==> config.mk <==
export PLATFORM = sky130hd
export DESIGN_NAME = vdp1_cmd_walker
export DESIGN_NICKNAME = d
export VERILOG_FILES = /design/src/rtl/vdp1_cmd_walker.sv
export SDC_FILE = /design/constraint.sdc
export NUM_CORES = 1
export LEC_CHECK = 0
export CAP_MARGIN = 20
export CORE_MARGIN = 10
export CORE_UTILIZATION = 45
export DETAILED_ROUTE_END_ITERATION = 12
export GPL_ROUTABILITY_DRIVEN = 0
export PLACE_DENSITY = 0.76
export SLEW_MARGIN = 20
export SYNTH_ARGS = -nofsm -noshare
export SYNTH_HDL_FRONTEND = slang
export SYNTH_SLANG_ARGS = --single-unit
==> constraint.sdc <==
create_clock -name CLK -period 1.9 [get_ports CLK]
set_input_delay 0.285 -clock CLK [delete_from_list [all_inputs] [get_ports CLK]]
set_output_delay 0.285 -clock CLK [all_outputs]
set_load 0.01 [all_outputs]
==> src/rtl/vdp1_cmd_walker.sv <==
// VDP1 command-list walker: fetches 32-byte tables from VRAM at 0, applies END/skip/jump, hands tables to the draw engine.
// Latency: 1 cycle START->first request; 2 cycles per VRAM read (ack, then a one-cycle gap); 1 cycle per JUMP.
// Backpressure: MEM_REQ/MEM_ADDR held until MEM_ACK; CMD held in EXEC until CMD_DONE. Option: VDP1_CMD_CALL_NEST_EN.
// CMD packing: word 0 (CMDCTRL) in CMD[255:240] ... word 14 in CMD[31:16]; word 15 (UNUSED) is always 0.
module vdp1_cmd_walker #(
  parameter int STACK_DEPTH = 4
) (
  input  logic         CLK,
  input  logic         RST_N,
  input  logic         START,
  output logic         MEM_REQ,
  output logic [17:0]  MEM_ADDR,
  input  logic         MEM_ACK,
  input  logic [15:0]  MEM_DATA,
  output logic         CMD_VALID,
  output logic [255:0] CMD,
  input  logic         CMD_DONE,
  output logic         BUSY,
  output logic [15:0]  COPR,
  output logic [15:0]  LOPR,
  output logic         CEF,
  output logic         BEF
);

  typedef enum logic [2:0] {IDLE, RD_CTRL, RD_LINK, RD_BODY, EXEC, JUMP} state_t;

  state_t              state, state_nxt;
  logic                got;        // word captured last cycle, decide this cycle
  logic [3:0]          widx;       // body word index 2..14
  logic [18:0]         ta;         // current table byte address
  logic [0:15][15:0]   tbl;        // fetched table, word 0 first
  logic [18:0]         ta_inc;
  logic [18:0]         link_ta;
  logic [18:0]         ta_nxt;
  logic [2:0]          jp;
  logic                end_bit;
  logic                comm_ok;
  logic                skip;
  logic                ack;
  logic                do_push;

`ifdef VDP1_CMD_CALL_NEST_EN
  localparam int SP_W = $clog2(STACK_DEPTH + 1);
  logic [18:0]         stk [STACK_DEPTH];
  logic [SP_W-1:0]     sp;
  logic                do_pop;
`else
  logic [18:0]         ret;
  // STACK_DEPTH only sizes the nested stack; the single return register does not use it.
  if (STACK_DEPTH < 1) begin : g_depth_unused
  end
`endif

  assign end_bit = tbl[0][15];
  assign jp      = tbl[0][14:12];
  assign ack     = MEM_REQ && MEM_ACK;
  assign ta_inc  = ta + 19'h00020;
  // Low two CMDLINK bits are masked, so every target is 32-byte aligned.
  assign link_ta = {tbl[1][15:2], 2'b00, 3'b000};
  assign skip    = jp[2] || !comm_ok;
  assign do_push = (state == JUMP) && (jp[1:0] == 2'b10);
  assign COPR    = ta[18:3];
  assign CMD     = tbl;

  // Drawable command codes; anything else is handled like a skip.
  always_comb begin
    comm_ok = 1'b0;
    case (tbl[0][3:0])
      4'h0, 4'h1, 4'h2, 4'h4, 4'h5, 4'h6, 4'h8, 4'h9, 4'hA: comm_ok = 1'b1;
      default: comm_ok = 1'b0;
    endcase
  end

  // Next table address chosen by the jump mode.
  always_comb begin
    ta_nxt = ta_inc;
    case (jp[1:0])
      2'b01, 2'b10: ta_nxt = link_ta;
`ifdef VDP1_CMD_CALL_NEST_EN
      2'b11: ta_nxt = (sp == '0) ? ta_inc : stk[0];
`else
      2'b11: ta_nxt = ret;
`endif
      default: ta_nxt = ta_inc;
    endcase
  end

  // State register.
  always_ff @(posedge CLK or negedge RST_N) begin
    if (!RST_N) state <= IDLE;
    else        state <= state_nxt;
  end

  // Next-state and state-decoded outputs.
  always_comb begin
    state_nxt = state;
    BUSY      = (state != IDLE);
    CMD_VALID = (state == EXEC);
    case (state)
      IDLE:    if (START) state_nxt = RD_CTRL;
      RD_CTRL: if (got) state_nxt = end_bit ? IDLE : RD_LINK;
      RD_LINK: if (got) state_nxt = skip ? JUMP : RD_BODY;
      RD_BODY: if (ack && (widx == 4'd14)) state_nxt = EXEC;
      EXEC:    if (CMD_DONE) state_nxt = JUMP;
      JUMP:    state_nxt = RD_CTRL;
      default: state_nxt = IDLE;
    endcase
  end

  // Read port, table capture, table address and status registers.
  always_ff @(posedge CLK or negedge RST_N) begin
    if (!RST_N) begin
      MEM_REQ  <= 1'b0;
      MEM_ADDR <= '0;
      got      <= 1'b0;
      widx     <= '0;
      ta       <= '0;
      tbl      <= '0;
      LOPR     <= '0;
      CEF      <= 1'b0;
      BEF      <= 1'b0;
    end else begin
      case (state)
        IDLE: begin
          if (START) begin
            ta       <= '0;
            BEF      <= CEF;
            CEF      <= 1'b0;
            MEM_REQ  <= 1'b1;
            MEM_ADDR <= '0;
          end
        end
        RD_CTRL: begin
          if (!got) begin
            if (ack) begin
              MEM_REQ <= 1'b0;
              tbl[0]  <= MEM_DATA;
              got     <= 1'b1;
            end
          end else begin
            got <= 1'b0;
            if (end_bit) begin
              CEF <= 1'b1;
            end else begin
              MEM_REQ  <= 1'b1;
              MEM_ADDR <= {ta[18:5], 4'd1};
            end
          end
        end
        RD_LINK: begin
          if (!got) begin
            if (ack) begin
              MEM_REQ <= 1'b0;
              tbl[1]  <= MEM_DATA;
              got     <= 1'b1;
            end
          end else begin
            got <= 1'b0;
            if (!skip) begin
              MEM_REQ  <= 1'b1;
              MEM_ADDR <= {ta[18:5], 4'd2};
              widx     <= 4'd2;
            end
          end
        end
        RD_BODY: begin
          if (MEM_REQ) begin
            if (MEM_ACK) begin
              MEM_REQ   <= 1'b0;
              tbl[widx] <= MEM_DATA;
              if (widx == 4'd14) LOPR <= ta[18:3];
              else               widx <= widx + 4'd1;
            end
          end else begin
            MEM_REQ  <= 1'b1;
            MEM_ADDR <= {ta[18:5], widx};
          end
        end
        JUMP: begin
          ta       <= ta_nxt;
          MEM_REQ  <= 1'b1;
          MEM_ADDR <= ta_nxt[18:1];
        end
        default: ;
      endcase
    end
  end

`ifdef VDP1_CMD_CALL_NEST_EN
  assign do_pop = (state == JUMP) && (jp[1:0] == 2'b11);

  // Return stack: a push shifts down (oldest entry lost when full), a pop shifts up.
  always_ff @(posedge CLK or negedge RST_N) begin
    if (!RST_N) begin
      sp <= '0;
      for (int i = 0; i < STACK_DEPTH; i++) stk[i] <= '0;
    end else if (do_push) begin
      stk[0] <= ta_inc;
      for (int i = 1; i < STACK_DEPTH; i++) stk[i] <= stk[i-1];
      if (sp != SP_W'(STACK_DEPTH)) sp <= sp + SP_W'(1);
    end else if (do_pop) begin
      for (int i = 0; i < STACK_DEPTH - 1; i++) stk[i] <= stk[i+1];
      stk[STACK_DEPTH-1] <= '0;
      if (sp != '0) sp <= sp - SP_W'(1);
    end
  end
`else
  // Single return register: each call overwrites it, a return always loads it.
  always_ff @(posedge CLK or negedge RST_N) begin
    if (!RST_N)       ret <= '0;
    else if (do_push) ret <= ta_inc;
  end
`endif

endmodule

## Yosys cells after proc, flatten, opt, wreduce, memory -nomap -nowiden

Memory sizes are Yosys's and may differ from the RTL's.
Cells that the tools add are included.

| storage, ports and cells | value |
|---|---|
| flip-flop bits (word level) | 339 |
| ROM bits | 16 |
| bits of input ports | 21 |
| word-level logic and storage cells | 133 |
| memories kept | 1 |

Memories:

| memory | depth | bits a word | rd ports | clocked after Yosys merged registers in | write ports | line | text |
|---|---|---|---|---|---|---|---|
| (no name shown) | 16 | 1 | 1 | 0 | 0 | 68 | `case (tbl[0][3:0])` |

| cells by class | value |
|---|---|
| add/sub/neg operators | 2 |
| magnitude comparators | 2 |
| eq/ne operators | 27 |
| multiplexer cells | 48 |
| bitwise operators | 1 |
| reductions and logical operators | 26 |

Operators by type and width:

| cell | number |
|---|---|
| $mux W256 | 2 |
| $bwmux W256 | 1 |
| $mux W18 | 6 |
| $pmux W18 S5 | 1 |
| $pmux W19 S2 | 2 |
| $demux W16 S4 | 1 |
| $pmux W16 S2 | 2 |
| $mux W16 | 3 |
| $ne A2 B2 Y1 const B | 15 |
| $mux W4 | 5 |
| $add A19 B6 Y19 const B | 1 |
| $mux W19 | 1 |
| $mux W3 | 6 |
| $pmux W3 S6 | 1 |
| $reduce_and A5 Y1 | 3 |
| $mux W1 | 13 |
| $reduce_and A4 Y1 | 3 |
| $pmux W4 S2 | 1 |
| $reduce_bool A2 Y1 | 4 |
| $reduce_and A7 Y1 | 1 |
| $eq A3 B2 Y1 const B | 2 |
| $eq A3 B3 Y1 const B | 2 |
| $ne A3 B3 Y1 const B | 2 |
| $reduce_and A6 Y1 | 1 |
| other kinds (21) | 27 |

## Logic depth before layout (Yosys ltp)

Gate-level depths: netlist of the first run.

| logic depth | value |
|---|---|
| depth in word-level cells | 9 |
| mapped depth | 9 |
| gate-level depth less buffers | 7 |

## Worst setup path before layout of the first run

OpenSTA, ideal clock, no wires.

| timing path | value |
|---|---|
| kind | flip-flop to flip-flop |
| from | register state[1] |
| to | register tbl (netlist bit CMD[101]) |
| arrival time | 1.909 ns |
| required time | 1.775 ns |
| path slack | -0.134 ns |
| cell stages (with the launch flop) | 10 |
| buffers on the path | 4 |
| clock period less this slack | 2.034 ns |
| path through | dfrtp_1 > and3b_1 > buf_4 > and3_1 > buf_2 > and2b_1 > buf_4 > nand2_4 > buf_6 > mux2_4 |

| on the way | value |
|---|---|
| word-level cells in the longest chain between the ends | 2 |

Ends and longest elaborated chain:

| what | line | text |
|---|---|---|
| start, declared | 27 | `state_t state, state_nxt;` |
| start signal, assigned | 91 | `else state <= state_nxt;` |
| $eq A3 B2 Y1 | 123 | `case (state)` |
| $reduce_and A3 Y1 (no line) | -- |  |
| end, declared | 31 | `logic [0:15][15:0] tbl;` |

Every way passes these cells.
A chain may end at the register's enable or synchronous reset.

## Worst setup path after layout of the first run

| timing path | value |
|---|---|
| from | register state[2] |
| to | output port BUSY |

| on the way | value |
|---|---|
| word-level cells in the longest chain between the ends | 1 |

Ends and longest elaborated chain:

| what | line | text |
|---|---|---|
| $reduce_bool A3 Y1 | 97 | `BUSY = (state != IDLE);` |
| end, declared | 18 | `output logic BUSY,` |

Every way passes these cells.

==> reports/metrics.yaml, run 1 <==
period_minus_slack_ns: 1.95
hold_path.class: "input pin to async pin"
crit-reg2reg-capture: "MEM_ADDR[15]"
core_sq_um: 31500
failed_checks: "setup timing"
dieArea_sq_um: 39300
ff2ff_path_depth: 7
drt_iter0_drc: 594
p_per_area_nw_per_um2: 1350
end_kind: "output pin"
antenna_found_initial: 0
multiInputGateArea_sq_um: 5570
max-vdd-ir-drop_mv: 0.817
total_power_mw: 27.4
hold_violations: 0
drc: 0
post-place-cells: 1817
num_vias: 10200
regArea_sq_um: 8440
grt_pass1_wl_um: 66600
critPathKind: "flip-flop to output pin"
antenna_cells: 0
clk_latency_ns: 0.52
cts_root_buf: "clkbuf_16"
post-route-period-util_pct: 103
reg2reg_slack_ns: -0.04
dr.pass1.iters: 5
fill_cells: 2305
finClkSkew_ns: 0.0147
syn_area_per_cell_sq_um: 13.6
io_buffers: 331
ys_warn_count: 0
required_ns: 1.62
max_slew_margin_pct: 74.5
start_kind: "flip-flop"
crit_fanout: 8
hpwl_um: 31600
timing.rr.start: "state[2]"
fin_cells: 1895
ctsHtreeMaxLevel: 2
status: "finished with violations"
die_w_um: 198
fin_util_pct: 64.6
yosys_register_bits: 337
synthesis.nets: 1082
cts_made_buffers: 36
maxCapViolations: 0
ys.flop_type: "dfrtp_1"
timing.fmax_mhz: 512
grt_start_max_net_pins: 59
synth_top_area_share_pct: 59.0
worstPathArrival_ns: 1.67
syn_area_sq_um: 14300
synth_edf_count: 0
layout-drive-gt1-share_pct: 35.0
setup_viol: 2
ys_top_cells_by_area: "dfrtp_1, mux2_2, mux2_4, o21ai_0, clkbuf_1"
vias_per_cell: 5.38
clkSinkCount: 337
areaGrowthSynthToFinish_pct: 42.4
worst_pin_slew_ns: 0.379
rsz0062_at_grt: "true"
power_leakage_nw: 9.68
yosysTopAreaCell: "dfrtp_1"
synthCells: 1053
clock_path_buffers: 3
maxSlewViolCount: 0
layout.nets: 1496
path_clk_slew_ns: 0.06
ant_nets: 0
fin_ws_ns: -0.0539
row_count: 65
initial_utilization_pct: 45.4
grtUsageTotal_pct: 21.8
totalWireLength_um: 43900
grt_overflow: 0
grt_pass1_vias: 10800
die_height_um: 198
async_reset_ff_share_pct: 100
ys_types: 59
synth-seq-area-share_pct: 59.0
ios: 332
cts_tree: "yes"
wl_per_cell_um: 23.1
synth_stat cells (all sizes together) (4+ instances only):
library cell,n
a21o,14
a21oi,27
a221oi,10
a22o,8
a22oi,7
and2,7
and3,5
buf,43
clkbuf,48
dfrtp,337
ha,8
inv,12
mux2,283
nand2,52
nand2b,5
nand3,22
nand4,5
nor2,40
nor2b,5
nor3,5
o21ai,51
o31ai,4
xnor2,5
xor2,6
logic make-up (layout without fill, tap and decap cells):
family | after synthesis | count (layout) | synth area share (%)
AO/OA/AOI/OAI | 145 | 145 | 6.58
multiplexers | 283 | 283 | 23.4
XOR/XNOR | 11 | 11 | 0.674
flip-flops | 337 | 337 | 59.0
AND/OR/NAND/NOR | 166 | 169 | 6.09
buffers and inverters | 103 | 540 | 3.56
adder cells (fa/ha/maj) | 8 | 8 | 0.701
worst max-delay path, cell delays in order, from the launching register on:
cell and delay [ns]:
dfrtp_1 0.41, buf_6 0.15, or3_4 0.33, buf_4 0.13
buf_2 0.13
how the worst max path moves through the flow:
| stage | from | endpoint | slack (ns) | cells past startpoint |
|---|---|---|---|---|
| after detailed placement | MEM_ACK | CMD[210] | -0.31 | 6 |
| after floorplan | state[0] | CMD[69] | -0.06 | 9 |
| after global routing | state[2] | MEM_ADDR[15] | -0.13 | 7 |
| final | state[2] | BUSY | -0.05 | 4 |
| after CTS | state[2] | BUSY | -0.05 | 4 |
| after global placement | MEM_ACK | CMD[208] | -0.29 | 6 |
sequential cells by signal, indices dropped and copies added, names as in the netlist:
| signal | cells |
|---|---|
| ret | 18 |
| MEM_ADDR | 18 |
| ta | 18 |
| CEF | 1 |
| CMD | 256 |
| widx | 4 |
| state | 3 |
| BEF | 1 |
| MEM_REQ | 1 |
| got | 1 |
| LOPR | 16 |
layout by cell type, fill, tap and decap left out, types with 27 or more instances in the layout:
master	Yosys	routed
o21ai_0	51	47
mux2_2	243	243
clkbuf_16	0	36
buf_4	18	105
nand2_1	47	46
a21oi_1	27	27
mux2_4	40	40
nor2_1	39	39
dfrtp_1	337	332
clkdlybuf4s50_1	0	322
through the flow:
stage	setup slack, ns	hold WS (ns)	setup TNS, ns	instance area [sq um]
after global placement	-0.290	0.181	-49.32	18900
after global routing	-0.132	0.260	-1.11	20300
final	-0.0539	0.239	-0.0963	20300
after CTS	-0.0536	0.232	-0.0536	20200
after floorplan	-0.0605	-0.0106	-2.58	14400
after detailed placement	-0.310	0.182	-49.92	18900
area by class of cell:
cell class	instances	area share, %
flip-flops and latches	337	41.5
multi-input cells	616	27.4
repair buffers	464	22.8
clock buffers	49	4.96
well taps	402	2.47
clock inverters	15	0.664
inverters	12	0.221
timing repair:
item                                    4_1_cts  5_1_grt
endpoints found under the setup margin       30      114
gates resized for setup                      20       29
hold endpoints to repair                     86        0
pin swaps                                     2        7
gates cloned                                  0        3
buffers inserted                              3        7
hold buffers                                  1        0
report_power, final:
part / switching (mW) / internal [mW]
registers: 1.25 / 8.85
clock network: 2.84 / 3.90
logic: 4.93 / 5.61
total: 9.02 / 18.4
layer usage:
layer  share of wire, %  global-route usage [%]
met1                 40                    26.3
met3                9.5                    8.05
met2                 49                    35.9
met5                  0                       0
met4                2.1                    5.69
No activity file was read; power rests on OpenSTA's default activity.
==> run 2, diff against run 1 <==
CTS_CLUSTER_SIZE = 14   (was default)
==> reports/metrics.yaml, run 2 (same netlist as run 1, synthesis figures left out) <==
end_kind: "output pin"  # unchanged
io_buffers: 331  # unchanged
timing.fmax_mhz: 512  # about the same
status: "finished with violations"  # unchanged
path_clk_slew_ns: 0.06  # about the same
worst_pin_slew_ns: 0.379  # about the same
required_ns: 1.62  # about the same
mostFrequentLayoutCell: "dfrtp_1"  # unchanged
whs_ns: 0.238  # was 0.239 ns
dieArea_sq_um: 39300  # unchanged
clock_path_buffers: 3  # unchanged
p_per_area_nw_per_um2: 1350  # about the same
hold_violations: 0  # unchanged
rsz0062_at_grt: "true"  # unchanged
max-vdd-ir-drop_mv: 0.817  # about the same
timing.rr.start: "state[0]"  # was state[2]
max_slew_margin_pct: 74.5  # about the same
pwr-share-comb_pct: 38.5  # about the same
intPower_mw: 18.4  # unchanged
drt_iter0_drc: 610  # was 594
hpwl_um: 31600  # unchanged
cts_tree: "yes"  # unchanged
ant_nets: 0  # unchanged
maxSlewViolCount: 0  # unchanged
initial_utilization_pct: 45.4  # unchanged
cp_top_family: "buffers and inverters"  # unchanged
row_count: 65  # unchanged
setup_viol: 3  # was 2
cpMaxStageDelayCell: "dfrtp_1"  # unchanged
ctsHtreeMaxLevel: 2  # unchanged
failed_checks: "setup timing"  # unchanged
antenna_found_initial: 0  # unchanged
totalWireLength_um: 43900  # about the same
worstPathArrival_ns: 1.67  # about the same
grt_pass1_wl_um: 66600  # unchanged
clkSinkCount: 337  # unchanged
grtUsageTotal_pct: 21.8  # unchanged
period_minus_slack_ns: 1.95  # about the same
maxCapViolations: 0  # unchanged
grt_pass1_vias: 10800  # unchanged
cts_root_buf: "clkbuf_16"  # unchanged
pre_cts_ws_ns: -0.310  # unchanged
pwr-share-seq_pct: 36.9  # about the same
die_w_um: 198  # unchanged
power_leakage_nw: 9.68  # unchanged
largest_reg_flops: 256  # unchanged
final_cell_mix: "dfrtp_1, clkdlybuf4s50_1, mux2_2"  # unchanged
slowest_delay_ns: 0.41  # about the same
cts_made_buffers: 36  # unchanged
areaGrowthSynthToFinish_pct: 42.4  # unchanged
swShare_pct: 32.9  # about the same
crit_chain: "buf_6 -> or3_4 -> buf_4 -> buf_2"  # unchanged
finClkSkew_ns: 0.0140  # was 0.0147 ns
critPathLaunch: "state[2]"  # unchanged
fill_cells: 2305  # unchanged
post-route-period-util_pct: 103  # about the same
grt_overflow: 0  # unchanged
vias_per_cell: 5.37  # was 5.38
power.net_switching_mw: 9.01  # was 9.02 mW
start_kind: "flip-flop"  # unchanged
wl_per_cell_um: 23.1  # about the same
hold_path.class: "input pin to async pin"  # unchanged
die_height_um: 198  # unchanged
num_vias: 10200  # about the same
critPathKind: "flip-flop to output pin"  # unchanged
fin_ws_ns: -0.0537  # was -0.0539 ns
clk_latency_ns: 0.52  # about the same
core_sq_um: 31500  # unchanged
antenna_cells: 0  # unchanged
grt_start_max_net_pins: 59  # unchanged
clockPowerShare_pct: 24.6  # about the same
crit_fanout: 8  # unchanged
critPathBufInv: 3  # unchanged
layout-drive-gt1-share_pct: 35.0  # unchanged
drc: 0  # unchanged
dr.pass1.iters: 5  # unchanged
layout.nets: 1496  # unchanged
ios: 332  # unchanged
## run 2: area by class of cell
| cell class | count | area (sq um) | share of cell area, % |
|---|---|---|---|
| Clock buffer | 49 | 1010 | 4.96 |
| Clock inverter | 15 | 135 | 0.664 |
| Inverter | 12 | 45.0 | 0.221 |
| Multi-Input combinational cell | 616 | 5570 | 27.4 |
| Sequential cell | 337 | 8440 | 41.5 |
| Tap cell | 402 | 503 | 2.47 |
| Timing Repair Buffer | 464 | 4640 | 22.8 |
## run 2: timing repair
action | CTS | global route
buffers inserted | 3 | 7
resized for setup | 20 | 29
pin swaps | 2 | 7
setup endpoints to repair | 30 | 114
gates cloned | 0 | 3
hold buffers | 1 | 0
hold endpoints to repair | 86 | 0
## run 2: metal layers
| metal | global-route usage [%] | vias to the layer above | part of all wire [%] |
|---|---|---|---|
| met1 | 26.3 | 5154 | 40 |
| met4 | 5.69 | 0 | 2.0 |
| met5 | 0 | - | 0 |
| met2 | 35.9 | 388 | 49 |
| met3 | 8.05 | 68 | 9.7 |
| li1 | - | 4559 | - |
## run 2: power groups by stage
| stage | clock network (mW) | registers [mW] | logic (mW) |
|---|---|---|---|
| floorplan | 0 | 10.5 | 4.10 |
| detailed placement | 0 | 10.2 | 10.1 |
| CTS | 6.89 | 10.1 | 10.3 |
| finish | 6.74 | 10.1 | 10.5 |
| global placement | 0 | 10.1 | 9.93 |
| global route | 7.20 | 10.3 | 11.3 |
## run 2: final timing paths
kind	to	slack [ns]	cells after the start
max in group asynchronous	CMD[12]	0.86	4
worst min-delay path	ret[2]	0.24	2
worst max-delay path	BUSY	-0.05	4
min in group CLK	CMD[111]	0.45	2
worst max register to register	MEM_ADDR[15]	-0.04	7
worst min register to register	MEM_ADDR[6]	0.47	2
## run 2: worst reg2reg max path, delay by kind of cell (launching register included)
kind	cells	cell delay, ns
buf+inv	2	0.40
compound gates	2	0.63
flops	1	0.40
simple gates	3	0.39
## run 2: metrics by stage
step / area, sq um / setup TNS (ns) / power [mW] / util [%] / cells
global route: 20300 / -1.11 / 28.8 / 64.6 / 1895
detailed placement: 18900 / -49.92 / 20.3 / 60.2 / 1817
CTS: 20200 / -0.0536 / 27.3 / 64.1 / 1885
global placement: 18900 / -49.32 / 20.0 / 60.2 / 1817
finish: 20300 / -0.0957 / 27.4 / 64.6 / 1895
floorplan: 14400 / -2.58 / 14.6 / - / 1053
